File: src/rtl/cpa_aes_launcher.sv
// -----------------------------------------------------------------------------
// cpa_aes_launcher
//
// Sequences one AES encryption per trace for an unattended CPA campaign.
// Each trace latches the source plaintext, key and index, pulses aes_start,
// raises the scope trigger for TRIG_WIDTH clocks, waits for aes_done, and
// captures the ciphertext. Completed traces are counted. A missing completion
// within TIMEOUT clocks of WAIT raises a sticky error and parks the FSM.
//
// Ports
//   clk_text_input  system clock, rising edge
//   reset           asynchronous, active-high
//   arm             level request, rising edge starts one trace
//   auto            1 = chain the next trace right after capture
//   text_in/key_in/text_index   source-stage plaintext, key, index
//   aes_text/aes_key            latched operands to the AES core
//   aes_start                   one-clock launch pulse
//   aes_done/aes_cipher         AES completion strobe and result
//   cipher_out/cipher_index     last captured ciphertext and its index
//   cipher_valid                one-clock pulse on capture
//   scope_trigger               oscilloscope trigger
//   busy                        high in LOAD, START and WAIT
//   trace_count                 completed traces
//   campaign_done               high in FINISH
//   timeout_err                 sticky timeout flag
// -----------------------------------------------------------------------------
module cpa_aes_launcher #(
  parameter int CYPHER_SIZE = 128,
  parameter int NUM_TRACES  = 101,
  parameter int TRIG_WIDTH  = 4,
  parameter int TIMEOUT     = 200
) (
  input  logic                   clk_text_input,
  input  logic                   reset,
  input  logic                   arm,
  input  logic                   auto,
  input  logic [127:0]           text_in,
  input  logic [CYPHER_SIZE-1:0] key_in,
  input  logic [7:0]             text_index,
  output logic [127:0]           aes_text,
  output logic [CYPHER_SIZE-1:0] aes_key,
  output logic                   aes_start,
  input  logic                   aes_done,
  input  logic [127:0]           aes_cipher,
  output logic [127:0]           cipher_out,
  output logic [7:0]             cipher_index,
  output logic                   cipher_valid,
  output logic                   scope_trigger,
  output logic                   busy,
  output logic [7:0]             trace_count,
  output logic                   campaign_done,
  output logic                   timeout_err
);

  typedef enum logic [2:0] {
    S_IDLE   = 3'd0,
    S_LOAD   = 3'd1,
    S_START  = 3'd2,
    S_WAIT   = 3'd3,
    S_FINISH = 3'd4
  } state_t;

  localparam logic [3:0] TRIG_LOAD   = 4'(TRIG_WIDTH);
  localparam logic [7:0] TIMEOUT_VAL = 8'(TIMEOUT);
  localparam logic [7:0] NUM_VAL     = 8'(NUM_TRACES);

  state_t      state_reg, state_next;
  logic        arm_q;
  logic [3:0]  trig_cnt_reg;
  logic [7:0]  wait_cnt_reg;
  logic [7:0]  index_reg;

  logic        arm_edge;
  logic [7:0]  wait_inc;
  logic [7:0]  count_inc;
  logic        load_en;
  logic        start_en;
  logic        capture_en;
  logic        timeout_hit;

  assign arm_edge  = arm & ~arm_q;
  assign wait_inc  = wait_cnt_reg + 8'd1;
  assign count_inc = trace_count + 8'd1;

  assign busy          = (state_reg == S_LOAD) || (state_reg == S_START) ||
                         (state_reg == S_WAIT);
  assign campaign_done = (state_reg == S_FINISH);
  // Trigger counter is loaded in START, so the trigger goes high on the same
  // edge that raises aes_start and stays for TRIG_WIDTH clocks.
  assign scope_trigger = (trig_cnt_reg != 4'd0);

  always_ff @(posedge clk_text_input or posedge reset) begin
    if (reset) begin
      state_reg <= S_IDLE;
    end else begin
      state_reg <= state_next;
    end
  end

  always_comb begin
    state_next  = state_reg;
    load_en     = 1'b0;
    start_en    = 1'b0;
    capture_en  = 1'b0;
    timeout_hit = 1'b0;
    case (state_reg)
      S_IDLE: begin
        if (arm_edge) state_next = S_LOAD;
      end
      S_LOAD: begin
        load_en    = 1'b1;
        state_next = S_START;
      end
      S_START: begin
        start_en   = 1'b1;
        state_next = S_WAIT;
      end
      S_WAIT: begin
        // Completion is checked before the timeout so a done arriving on the
        // boundary clock is still captured without raising the error.
        if (aes_done) begin
          capture_en = 1'b1;
          if (count_inc == NUM_VAL) state_next = S_FINISH;
          else if (auto)            state_next = S_LOAD;
          else                      state_next = S_IDLE;
        end else if (wait_inc == TIMEOUT_VAL) begin
          timeout_hit = 1'b1;
          state_next  = S_FINISH;
        end
      end
      S_FINISH: begin
        state_next = S_FINISH;
      end
      default: begin
        state_next = S_IDLE;
      end
    endcase
  end

  always_ff @(posedge clk_text_input or posedge reset) begin
    if (reset) begin
      arm_q        <= 1'b0;
      aes_text     <= '0;
      aes_key      <= '0;
      index_reg    <= 8'd0;
      aes_start    <= 1'b0;
      trig_cnt_reg <= 4'd0;
      wait_cnt_reg <= 8'd0;
      cipher_out   <= '0;
      cipher_index <= 8'd0;
      cipher_valid <= 1'b0;
      trace_count  <= 8'd0;
      timeout_err  <= 1'b0;
    end else begin
      arm_q        <= arm;
      aes_start    <= start_en;
      cipher_valid <= capture_en;

      if (load_en) begin
        aes_text  <= text_in;
        aes_key   <= key_in;
        index_reg <= text_index;
      end

      if (start_en)                 trig_cnt_reg <= TRIG_LOAD;
      else if (trig_cnt_reg != 4'd0) trig_cnt_reg <= trig_cnt_reg - 4'd1;

      if (start_en)                wait_cnt_reg <= 8'd0;
      else if (state_reg == S_WAIT) wait_cnt_reg <= wait_inc;

      if (capture_en) begin
        cipher_out   <= aes_cipher;
        cipher_index <= index_reg;
        trace_count  <= count_inc;
      end

      if (timeout_hit) timeout_err <= 1'b1;
    end
  end

endmodule
File: config.mk
export PLATFORM = sky130hd
export DESIGN_NAME = cpa_aes_launcher
export DESIGN_NICKNAME = d
export VERILOG_FILES = /design/src/rtl/cpa_aes_launcher.sv
export SDC_FILE = /design/constraint.sdc
export NUM_CORES = 1
export LEC_CHECK = 0
export ABC_CLOCK_PERIOD_IN_PS = 25300
export BUFFER_PORTS_ARGS = -buffer_cell sky130_fd_sc_hd__clkbuf_2
export CAP_MARGIN = 20
export CORE_AREA = 2 2 310 312
export CTS_CLUSTER_SIZE = 16
export DETAILED_ROUTE_END_ITERATION = 8
export DIE_AREA = 0 0 312 314
export PLACE_DENSITY_LB_ADDON = 0.25
export SLEW_MARGIN = 40
export SYNTH_ARGS = -nofsm -noshare
export SYNTH_HDL_FRONTEND = slang
export SYNTH_SLANG_ARGS = --single-unit
File: constraint.sdc
create_clock -name clk_text_input -period 25.3 [get_ports clk_text_input]
set_input_delay 1.265 -clock clk_text_input [delete_from_list [all_inputs] [get_ports clk_text_input]]
set_output_delay 1.265 -clock clk_text_input [all_outputs]
set_load 0.01 [all_outputs]
==> results.py <==
metrics = {
    "outcome": {
        "status": "finished clean",
    },
    "synth": {
        "ys.flop_type": "dfrtp_1",
        "ys_top_cells_by_count": "433 x nand2_1, 427 x dfrtp_1, 264 x mux2_2",
        "synth_cell_types": 37,
        "syn_nets": 1681,
        "syn_inst": 1278,
        "synth_warnings": 0,
        "synth_seq_cells": 427,
        "yosys.area.top_type": "dfrtp_1",
        "synth_area_leaders": "dfrtp_1 66%, mux2_2 18%, nand2_1 10%",
        "ys_seq_area_share_pct": 65.9,
        "synth_area_sq_um": 16200,
        "synth_edf_count": 0,
        "post-synth-top-area-fraction_pct": 65.9,
        "syn_area_per_cell_sq_um": 12.7,
        "async_reset_ff_share_pct": 100,
        "yosysMostFrequentCell": "nand2_1",
    },
    "placement": {
        "placed_cells": 3297,
        "dp_slack_ns": 20.82,
        "io_buffers": 802,
        "dp_hpwl_um": 42400,
        "routabilityCongestion": 0.857,
        "dpl_cell_area_sq_um": 21700,
    },
    "global_routing": {
        "grt-busiest-layer": "met2",
        "overflow": 0,
        "grt_pass1_vias": 13200,
        "grt_util_all_layers_pct": 10.7,
        "antenna_found_initial": 6,
        "grt.met2_usage_pct": 18.8,
        "grt_util_met1_pct": 12.0,
        "grt_max_degree": 127,
        "grt_pass1_wl_um": 81800,
        "met3_usage_pct": 4.12,
    },
    "floorplan": {
        "initial_core_util_pct": 17.2,
        "die-area_sq_um": 98000,
        "io-pin-count": 803,
        "die_w_um": 312,
        "fp.dieH_um": 314,
        "core_sq_um": 94400,
        "row_count": 113,
    },
    "timing": {
        "slew_headroom_pct": 46.4,
        "worst_slack_ns": 21.04,
        "setup_viol": 0,
        "tightest_slew_ns": 0.805,
        "holdWs_ns": 0.469,
        "period_minus_slack_ns": 4.26,
        "max_freq_ghz": 0.235,
        "maxSlewViolCount": 0,
        "fin_setup_tns_ns": 0,
        "hold_viol": 0,
        "rsz0062_at_grt": "false",
        "fin_skew_ns": 0.0115,
        "fin_crit_sh_pct": 16.8,
    },
    "layout": {
        "fin_area_sq_um": 23400,
        "final_util_pct": 24.8,
        "final_cell_count_no_fill": 3395,
        "layout-drive-gt1-share_pct": 55.2,
        "final_nets": 2487,
        "reg_top3": "aes_key x128, aes_text x128, cipher_out x128",
        "areaGrowthSynthToFinish_pct": 44.6,
    },
    "routing": {
        "routed-via-count": 12500,
        "ant_nets": 0,
        "drt-total-wl_um": 54900,
        "drt-vias-per-instance": 3.67,
        "dr.pass1.iters": 5,
        "wire_per_inst_um": 16.2,
        "drt_iter0_drc": 503,
        "drc": 0,
    },
    "clock_tree": {
        "cts_made_buffers": 50,
        "cts.sinks": 427,
        "postCtsSetupBuffers": 0,
        "clock_latency_ns": 0.60,
        "hold_buffers": 0,
        "clk_pin_slew_ns": 0.06,
        "cts_tree": "done",
        "cts_max_level": 2,
        "clock_path_buffers": 3,
        "cts.repair.resized": 0,
        "root_buffer": "clkbuf_16",
    },
    "worst_setup_path": {
        "path_class": "reg2reg",
        "cp_max_fo": 72,
        "crit_required_ns": 25.78,
        "crit_path_start": "state_reg[0]$_DFFE_PP0P_",
        "end_kind": "register",
        "r2r_start": "state_reg[0]$_DFFE_PP0P_",
        "cp-start-kind": "register",
        "arrival_ns": 4.73,
    },
    "power_and_ir_drop": {
        "power_density_nw_per_um2": 135,
        "peakVddDrop_mv": 0.0536,
        "leakage_nw": 11.9,
        "power_mw": 3.17,
    },
    "hold_path": {
        "min-delay-start": "index_reg[5]$_DFFE_PP0P_",
        "hold_class": "reg2reg",
    },
    "job": {
        "maxCapViolCount": 0,
    },
}
## routing by layer
layer	wire length [um]	share of wire (%)	up-vias
met2	27700	51	545
met1	20600	38	6032
li1	-	-	5807
met5	13	0.024	-
met4	1360	2.5	2
met3	5130	9.3	77
## cell families after synthesis
family,after synthesis,share of synthesized area [%]
AND/OR/NAND/NOR,472,11.5
flip-flops,427,65.9
multiplexers,265,18.4
buffers and inverters,71,1.95
AO/OA/AOI/OAI,23,0.988
XOR/XNOR,14,0.757
adder cells (fa/ha/maj),6,0.463
## worst max-delay path, stage by stage (launching register included)
cell     delay [ns]
dfrtp_1        0.66
nor3b_4        0.28
buf_4          0.59
buf_6          0.58
buf_4          0.67
buf_4          0.74
mux2_2         0.41
## power breakdown
part	leakage (nW)	switching (mW)	internal [mW]
sequential	5.15	0.200	1.02
combinational	5.93	0.634	0.554
clock	0.856	0.303	0.461
## cell type report
| class | instances | area [sq um] |
|---|---|---|
| antenna | 4 | 10.0 |
| clock buffer | 73 | 1460 |
| clock inverter | 21 | 283 |
| fill | 10100 | 71000 |
| inverter | 9 | 48.8 |
| multi-input combinational | 780 | 5220 |
| sequential | 427 | 10700 |
| tap | 1265 | 1580 |
| timing repair buffer | 816 | 4150 |
## cells in the final DEF (no fill, tap or decap), types with 3 or more instances in the layout
| master | instances |
|---|---|
| clkbuf_2 | 802 |
| nand2_1 | 433 |
| dfrtp_1 | 427 |
| mux2_2 | 264 |
| clkbuf_16 | 50 |
| nor2_1 | 12 |
| clkbuf_8 | 12 |
| clkbuf_1 | 11 |
| clkinv_2 | 9 |
| buf_4 | 9 |
| inv_1 | 7 |
| xnor2_1 | 7 |
| xor2_1 | 7 |
| o21ai_0 | 6 |
| ha_1 | 6 |
| bufinv_16 | 6 |
| nand3_1 | 5 |
| o31ai_1 | 5 |
| diode_2 | 4 |
| buf_6 | 4 |
| nor2b_1 | 3 |
| nor3_1 | 3 |
| a21o_2 | 3 |
| nand4_1 | 3 |
## path summary, 6_finish.rpt
check	end	slack, ns	cells past startpoint
setup / recovery	aes_key[14]$_DFFE_PP0P_	21.04	6
hold / removal	cipher_index[5]$_DFFE_PP0P_	0.47	2
setup reg to reg	aes_key[14]$_DFFE_PP0P_	21.04	6
hold reg to reg	cipher_index[5]$_DFFE_PP0P_	0.47	2
max in group asynchronous	cipher_out[42]$_DFFE_PP0P_	22.00	6
min in group asynchronous	aes_text[124]$_DFFE_PP0P_	0.74	2
Power figures use the tool's default switching activity.
